**config.mk**
```make
export PLATFORM = sky130hd
export DESIGN_NAME = csc_rgb_packer_flat
export DESIGN_NICKNAME = d
export VERILOG_FILES = /design/src/rtl/csc_rgb_packer_if.sv /design/src/rtl/csc_rgb_packer.sv /design/src/flat_wrapper.sv
export SDC_FILE = /design/constraint.sdc
export NUM_CORES = 1
export LEC_CHECK = 0
export BUFFER_PORTS_ARGS = -buffer_cell sky130_fd_sc_hd__buf_2
export CAP_MARGIN = 20
export CELL_PAD_IN_SITES_DETAIL_PLACEMENT = 1
export CELL_PAD_IN_SITES_GLOBAL_PLACEMENT = 1
export CORE_ASPECT_RATIO = 1.25
export CORE_UTILIZATION = 51
export CTS_BUF_LIST = sky130_fd_sc_hd__clkbuf_8 sky130_fd_sc_hd__clkbuf_16
export DETAILED_ROUTE_END_ITERATION = 10
export GPL_ROUTABILITY_DRIVEN = 0
export MAX_ROUTING_LAYER = met4
export PLACE_DENSITY_LB_ADDON = 0.1
export SKIP_LAST_GASP = 1
export SYNTH_ARGS = -nofsm -noshare
export SYNTH_HDL_FRONTEND = slang
export SYNTH_SLANG_ARGS = --single-unit
```
**constraint.sdc**
```tcl
create_clock -name Clock -period 7.8 [get_ports Clock]
set_input_delay 0.78 -clock Clock [delete_from_list [all_inputs] [get_ports Clock]]
set_output_delay 0.78 -clock Clock [all_outputs]
set_load 0.1 [all_outputs]
```
**src/rtl/csc_rgb_packer_if.sv**
```systemverilog
// Pixel input handshake and SRAM write port of the colour-space conversion / packing stage.
interface csc_rgb_packer_if;
    logic        in_valid;
    logic        in_ready;
    logic [7:0]  in_y;
    logic [7:0]  in_u;
    logic [7:0]  in_v;
    logic [17:0] SRAM_address;
    logic [15:0] SRAM_write_data;
    logic        SRAM_we_n;

    // Upstream pixel source and SRAM observer
    modport master (
        output in_valid, in_y, in_u, in_v,
        input  in_ready, SRAM_address, SRAM_write_data, SRAM_we_n
    );

    // Conversion / packing stage
    modport slave (
        input  in_valid, in_y, in_u, in_v,
        output in_ready, SRAM_address, SRAM_write_data, SRAM_we_n
    );
endinterface

```
**src/rtl/csc_rgb_packer.sv**
```systemverilog
// YUV -> RGB888 conversion (3-stage pipeline) and packing of pixel pairs into
// three 16-bit SRAM words written sequentially from RGB_BASE.
module csc_rgb_packer #(
    parameter logic [17:0] RGB_BASE   = 18'd146944,
    parameter int unsigned NUM_PIXELS = 76800
) (
    input  logic                    Clock,
    input  logic                    Resetn,
    input  logic                    start,
    output logic                    busy,
    output logic                    done,
    csc_rgb_packer_if.slave         bus
);

    localparam int unsigned CNT_W = $clog2(NUM_PIXELS + 1);
    localparam logic [CNT_W-1:0] NUM_C = CNT_W'(NUM_PIXELS);

    localparam logic signed [31:0] C_Y  = 32'sd76284;
    localparam logic signed [31:0] C_RV = 32'sd104595;
    localparam logic signed [31:0] C_GU = 32'sd25624;
    localparam logic signed [31:0] C_GV = 32'sd53281;
    localparam logic signed [31:0] C_BU = 32'sd132251;

    typedef enum logic [1:0] {S_IDLE, S_RUN, S_DRAIN} state_t;
    typedef enum logic [1:0] {P_EVEN, P_ODD, P_LAST} pk_t;

    state_t           r_state, w_state_nxt;
    pk_t              r_pk, w_pk_nxt;
    logic             r_busy, r_done, w_busy_nxt, w_done_nxt, w_start_acc;
    logic [CNT_W-1:0] r_acc_cnt;
    logic             w_stall, w_xfer, w_pipe_empty;

    logic                r_vld1, r_vld2, r_vld3;
    logic signed [8:0]   r_ys1, r_us1, r_vs1;
    logic signed [31:0]  r_r2, r_g2, r_b2;
    logic [7:0]          r_r3, r_g3, r_b3;
    logic signed [31:0]  w_ye, w_ue, w_ve;

    logic [7:0]  r_sav_g, r_sav_b;
    logic        w_wr;
    logic [15:0] w_wdata;
    logic        r_we_n;
    logic [17:0] r_addr, r_wr_ptr;
    logic [15:0] r_wdata;

    // Floor shift by 16 then saturate to 0..255
    function automatic logic [7:0] clip8(input logic signed [31:0] s);
        logic signed [31:0] t;
        t = s >>> 16;
        if (t < 0)
            return 8'd0;
        else if (t > 32'sd255)
            return 8'hFF;
        else
            return t[7:0];
    endfunction

    // Only the P_LAST word is written without consuming S3, so that is the only stall
    assign w_stall      = (r_pk == P_LAST) & r_vld3;
    assign bus.in_ready = (r_state == S_RUN) & (r_acc_cnt < NUM_C) & ~w_stall;
    assign w_xfer       = bus.in_valid & bus.in_ready;
    assign w_pipe_empty = ~(r_vld1 | r_vld2 | r_vld3);

    assign busy                = r_busy;
    assign done                = r_done;
    assign bus.SRAM_we_n       = r_we_n;
    assign bus.SRAM_address    = r_addr;
    assign bus.SRAM_write_data = r_wdata;

    // Top FSM next-state and registered-output decode
    always_comb begin
        w_state_nxt = r_state;
        w_done_nxt  = 1'b0;
        w_start_acc = 1'b0;
        case (r_state)
            S_IDLE: begin
                if (start) begin
                    w_state_nxt = S_RUN;
                    w_start_acc = 1'b1;
                end
            end
            S_RUN: begin
                if (r_acc_cnt == NUM_C)
                    w_state_nxt = S_DRAIN;
            end
            S_DRAIN: begin
                if (w_pipe_empty && (r_pk == P_EVEN)) begin
                    w_state_nxt = S_IDLE;
                    w_done_nxt  = 1'b1;
                end
            end
            default: w_state_nxt = S_IDLE;
        endcase
        w_busy_nxt = (w_state_nxt != S_IDLE);
    end

    // Top FSM state, status flags and accepted-pixel counter
    always_ff @(posedge Clock or negedge Resetn) begin
        if (!Resetn) begin
            r_state   <= S_IDLE;
            r_busy    <= 1'b0;
            r_done    <= 1'b0;
            r_acc_cnt <= '0;
        end else begin
            r_state <= w_state_nxt;
            r_busy  <= w_busy_nxt;
            r_done  <= w_done_nxt;
            if (w_start_acc)
                r_acc_cnt <= '0;
            else if (w_xfer)
                r_acc_cnt <= r_acc_cnt + CNT_W'(1);
        end
    end

    assign w_ye = {{23{r_ys1[8]}}, r_ys1};
    assign w_ue = {{23{r_us1[8]}}, r_us1};
    assign w_ve = {{23{r_vs1[8]}}, r_vs1};

    // Three-stage conversion pipeline; all stages hold together on stall
    always_ff @(posedge Clock or negedge Resetn) begin
        if (!Resetn) begin
            r_vld1 <= 1'b0;
            r_vld2 <= 1'b0;
            r_vld3 <= 1'b0;
            r_ys1  <= '0;
            r_us1  <= '0;
            r_vs1  <= '0;
            r_r2   <= '0;
            r_g2   <= '0;
            r_b2   <= '0;
            r_r3   <= '0;
            r_g3   <= '0;
            r_b3   <= '0;
        end else if (!w_stall) begin
            r_vld1 <= w_xfer;
            if (w_xfer) begin
                r_ys1 <= $signed({1'b0, bus.in_y}) - 9'sd16;
                r_us1 <= $signed({1'b0, bus.in_u}) - 9'sd128;
                r_vs1 <= $signed({1'b0, bus.in_v}) - 9'sd128;
            end
            r_vld2 <= r_vld1;
            r_r2   <= C_Y * w_ye + C_RV * w_ve;
            r_g2   <= C_Y * w_ye - C_GU * w_ue - C_GV * w_ve;
            r_b2   <= C_Y * w_ye + C_BU * w_ue;
            r_vld3 <= r_vld2;
            r_r3   <= clip8(r_r2);
            r_g3   <= clip8(r_g2);
            r_b3   <= clip8(r_b2);
        end
    end

    // Packer next-state and word selection
    always_comb begin
        w_pk_nxt = r_pk;
        w_wr     = 1'b0;
        w_wdata  = 16'h0000;
        case (r_pk)
            P_EVEN: begin
                if (r_vld3) begin
                    w_wr     = 1'b1;
                    w_wdata  = {r_r3, r_g3};
                    w_pk_nxt = P_ODD;
                end
            end
            P_ODD: begin
                if (r_vld3) begin
                    w_wr     = 1'b1;
                    w_wdata  = {r_sav_b, r_r3};
                    w_pk_nxt = P_LAST;
                end
            end
            P_LAST: begin
                w_wr     = 1'b1;
                w_wdata  = {r_sav_g, r_sav_b};
                w_pk_nxt = P_EVEN;
            end
            default: w_pk_nxt = P_EVEN;
        endcase
    end

    // Packer state, carried channels and registered SRAM write port
    always_ff @(posedge Clock or negedge Resetn) begin
        if (!Resetn) begin
            r_pk     <= P_EVEN;
            r_sav_g  <= '0;
            r_sav_b  <= '0;
            r_we_n   <= 1'b1;
            r_addr   <= '0;
            r_wr_ptr <= '0;
            r_wdata  <= '0;
        end else begin
            r_pk   <= w_pk_nxt;
            r_we_n <= ~w_wr;
            if (r_pk == P_EVEN && r_vld3)
                r_sav_b <= r_b3;
            if (r_pk == P_ODD && r_vld3) begin
                r_sav_g <= r_g3;
                r_sav_b <= r_b3;
            end
            if (w_start_acc) begin
                r_wr_ptr <= RGB_BASE;
                r_addr   <= RGB_BASE;
            end else if (w_wr) begin
                r_addr   <= r_wr_ptr;
                r_wdata  <= w_wdata;
                r_wr_ptr <= r_wr_ptr + 18'd1;
            end
        end
    end

endmodule

```
**src/flat_wrapper.sv**
```systemverilog
// flat-port wrapper written by rule: the top's interface ports become plain ports
module csc_rgb_packer_flat 
#(
    parameter logic [17:0] RGB_BASE   = 18'd146944,
    parameter int unsigned NUM_PIXELS = 76800
)
  (Clock, Resetn, start, busy, done, bus_in_valid, bus_in_y, bus_in_u, bus_in_v, bus_in_ready, bus_SRAM_address, bus_SRAM_write_data, bus_SRAM_we_n);
  csc_rgb_packer_if bus_i ();
  input  logic Clock;
  input  logic Resetn;
  input  logic start;
  output logic busy;
  output logic done;
  input wire logic [$bits(bus_i.in_valid)-1:0] bus_in_valid;
  input wire logic [$bits(bus_i.in_y)-1:0] bus_in_y;
  input wire logic [$bits(bus_i.in_u)-1:0] bus_in_u;
  input wire logic [$bits(bus_i.in_v)-1:0] bus_in_v;
  output wire logic [$bits(bus_i.in_ready)-1:0] bus_in_ready;
  output wire logic [$bits(bus_i.SRAM_address)-1:0] bus_SRAM_address;
  output wire logic [$bits(bus_i.SRAM_write_data)-1:0] bus_SRAM_write_data;
  output wire logic [$bits(bus_i.SRAM_we_n)-1:0] bus_SRAM_we_n;
  assign bus_i.in_valid = bus_in_valid;
  assign bus_i.in_y = bus_in_y;
  assign bus_i.in_u = bus_in_u;
  assign bus_i.in_v = bus_in_v;
  assign bus_in_ready = bus_i.in_ready;
  assign bus_SRAM_address = bus_i.SRAM_address;
  assign bus_SRAM_write_data = bus_i.SRAM_write_data;
  assign bus_SRAM_we_n = bus_i.SRAM_we_n;
  csc_rgb_packer #(.RGB_BASE(RGB_BASE), .NUM_PIXELS(NUM_PIXELS)) u_core (.Clock(Clock), .Resetn(Resetn), .start(start), .busy(busy), .done(done), .bus(bus_i));
endmodule
```
==> results.cfg <==
[final_layout]
drive_gt1_frac = 0.0791
nNetsFinal = 3019
antenna_cells = 0
area_growth_pct = 8.10

[grt]
grt_pass1_wl_um = 96700
grt_overflow_total = 0
grt_pass1_vias = 18800
track_usage = 0.298
grt_start_max_net_pins = 113
antenna_found_initial = 1

[yosys]
synth_flop_cell = dfrtp_1
synth_cell_types = 73
synthMuxAreaShare = 0.0167
ys_seq_area_frac = 0.223
synth.avg_cell_area_um2 = 9.11
ys_ff_latch = 192
synth.top_cell.area_share = 0.261
synth_simple_gate_area_frac = 0.116
synth_top_area_cell = ha_1
synth_area_mm2 = 0.0215
ys_top_cells_by_count = 449 x ha_1, 307 x inv_1, 206 x nand2_1
synthAdderAreaFrac = 0.369
synth_nets = 2957
async_reset_ff_frac = 1.00
synth_cells = 2364
synth-compound-area-share = 0.151
synth_top_family_by_area = adder cells
ys_warn_count = 0
synth_edf_count = 0
yosysMostFrequentCell = ha_1
synth_xor_area_frac = 0.0610
ys_top_cells_by_area = ha_1 26%, dfrtp_1 22%, fa_1 11%

[setup_path]
worstPathArrival_ns = 7.73
crit_type = register to register
rr_endpoint = u_core.r_g2[30]$_DFFE_PN0N_
r2r-start = u_core.r_ys1[3]$_DFFE_PN0P_
rrSetupSlack_ns = 0.44
r2r_cells = 26
critical_path.endpoint_type = register
worstPathRequired_ns = 8.18
critPathMaxFanout = 7
critPathLaunchType = register

[floorplanning]
coreArea_mm2 = 0.0413
pin_count = 66
start_util = 0.521
num_rows = 83
die_h_um = 232
die_area_mm2 = 0.0431
die_w_um = 186

[drt]
wl_per_cell_um = 20.0
viasPerCell = 5.76
drtIter0Drc = 749
dr.pass1.iters = 4
antenna_left = 0
vias = 17200
wl_um = 59700
drc = 0

[sta]
setup_violations = 0
slew_headroom = 0.371
worst_pin_slew_ns = 0.943
timing.final.ws_setup_ns = 0.442
fin_crit_sh = 0.943
finalCriticalPeriod_ns = 7.36
hold_viol = 0
drv_slew = 0
skew_ns = 0.0212
fmax_mhz = 136
setup_tns_ns = 0
rsz0062_at_grt = no

[clocking]
clock-sinks = 192
cts_buffers = 17
clockRootBuffer = clkbuf_16
cts_max_level = 4
clkTransAtPathRegs_ns = 0.08
postCtsSetupBuffers = 0
clk_latency_ns = 0.48
cts_tree = done
cts_max_path_buffers = 2

[placed_design]
io_buffers = 65
hpwl_um = 49300
place_ws_ns = 0.270

[min_path]
hp-class = input port to asynchronous set/reset pin

[job]
max_cap_violations = 0

[status]
outcome = complete, no violations
==> sequential cells by signal, summed over array words and instances (netlist names), 9 cells and up <==
| register | cells |
|---|---|
| u_core.r_wr_ptr | 18 |
| u_core.bus.SRAM_write_data | 16 |
| u_core.r_r2 | 16 |
| u_core.r_ys1 | 9 |
| u_core.r_g2 | 16 |
| u_core.r_acc_cnt | 17 |
| u_core.r_b2 | 16 |
| u_core.bus.SRAM_address | 18 |
==> per-stage QoR <==
stage,instance area (um^2),hold slack (ns),instances,utilization
finish,23300,0.437,2991,0.563
global route,23300,0.486,2991,0.563
CTS,23200,0.459,2988,0.561
detailed placement,22600,0.472,2956,0.546
global placement,22600,0.458,2956,0.546
floorplan,21500,0.437,2364,-
==> final cells by class <==
| class | count | area [um^2] |
|---|---|---|
| multi-input cells | 1814 | 15400 |
| fillers | 4856 | 18000 |
| flip-flops and latches | 192 | 4810 |
| inverters | 307 | 1150 |
| clock buffers | 17 | 425 |
| clock inverters | 15 | 221 |
| repair buffers | 94 | 587 |
| well taps | 552 | 691 |
==> critical path, stage by stage, from the launching register on <==
cell	delay, ns
dfrtp_2	0.49
fa_2	0.47
inv_1	0.10
fa_1	0.41
inv_1	0.09
fa_1	0.44
fa_1	0.58
fa_1	0.43
ha_1	0.34
nand2_1	0.08
o221a_2	0.25
o31ai_1	0.24
a21oi_1	0.13
or4_1	0.48
a31o_2	0.26
xor2_1	0.16
fa_1	0.55
inv_1	0.05
ha_1	0.37
a21o_1	0.22
a21o_1	0.20
a21oi_2	0.21
nor2b_1	0.19
nand2_1	0.07
a21oi_1	0.14
nor2_1	0.08
o21ai_0	0.23
==> placed cells by master, fill, tap and decap left out, drive strengths merged, types with 43 or more instances in the layout <==
cell type  count
nor2         173
nand2        206
xor2          56
fa           116
o21ai         90
dfrtp        191
buf           93
ha           449
nand3         43
a21o          64
xnor2         94
a21oi        172
inv          312
==> per-layer routing <==
metal	track usage	vias up	share of wire	wire length (um)
li1	-	8243	-	-
met1	0.331	8623	0.41	24700
met2	0.537	258	0.53	31400
met3	0.0238	111	0.016	963
met4	0.134	0	0.044	2650
met5	-	-	0	0
==> timing repair <==
| action | CTS | global route |
|---|---|---|
| hold buffers | 0 | 0 |
| setup endpoints to repair | 0 | 9 |
| gates resized for setup | 0 | 8 |
| endpoints found under the hold margin | 0 | 0 |
==> worst max path at each step <==
stage	end	slack, ns	startpoint	depth (start not counted)
6_report	u_core.r_g2[30]$_DFFE_PN0N_	0.44	u_core.r_ys1[3]$_DFFE_PN0P_	26
5_1_grt	u_core.r_g2[30]$_DFFE_PN0N_	0.04	u_core.r_ys1[3]$_DFFE_PN0P_	26
4_1_cts	u_core.r_g2[30]$_DFFE_PN0N_	0.24	u_core.r_ys1[3]$_DFFE_PN0P_	26
3_5_place_dp	u_core.r_g2[29]$_DFFE_PN0N_	0.27	u_core.r_ys1[3]$_DFFE_PN0P_	26
3_3_place_gp	u_core.r_g2[31]$_DFFE_PN0N_	0.51	u_core.r_ys1[3]$_DFFE_PN0P_	26
2_1_floorplan	u_core.r_g2[28]$_DFFE_PN0N_	0.91	u_core.r_ys1[3]$_DFFE_PN0P_	26
==> cell families after synthesis <==
group	after synthesis
buffers and inverters	358
AO/OA/AOI/OAI	508
XOR/XNOR	150
adder cells (fa/ha/maj)	565
multiplexers	32
flip-flops	192
AND/OR/NAND/NOR	559
Power is left out: the tool's default activity adds up to more than one toggle a clock period on the data nets, which glitch-free logic cannot reach.
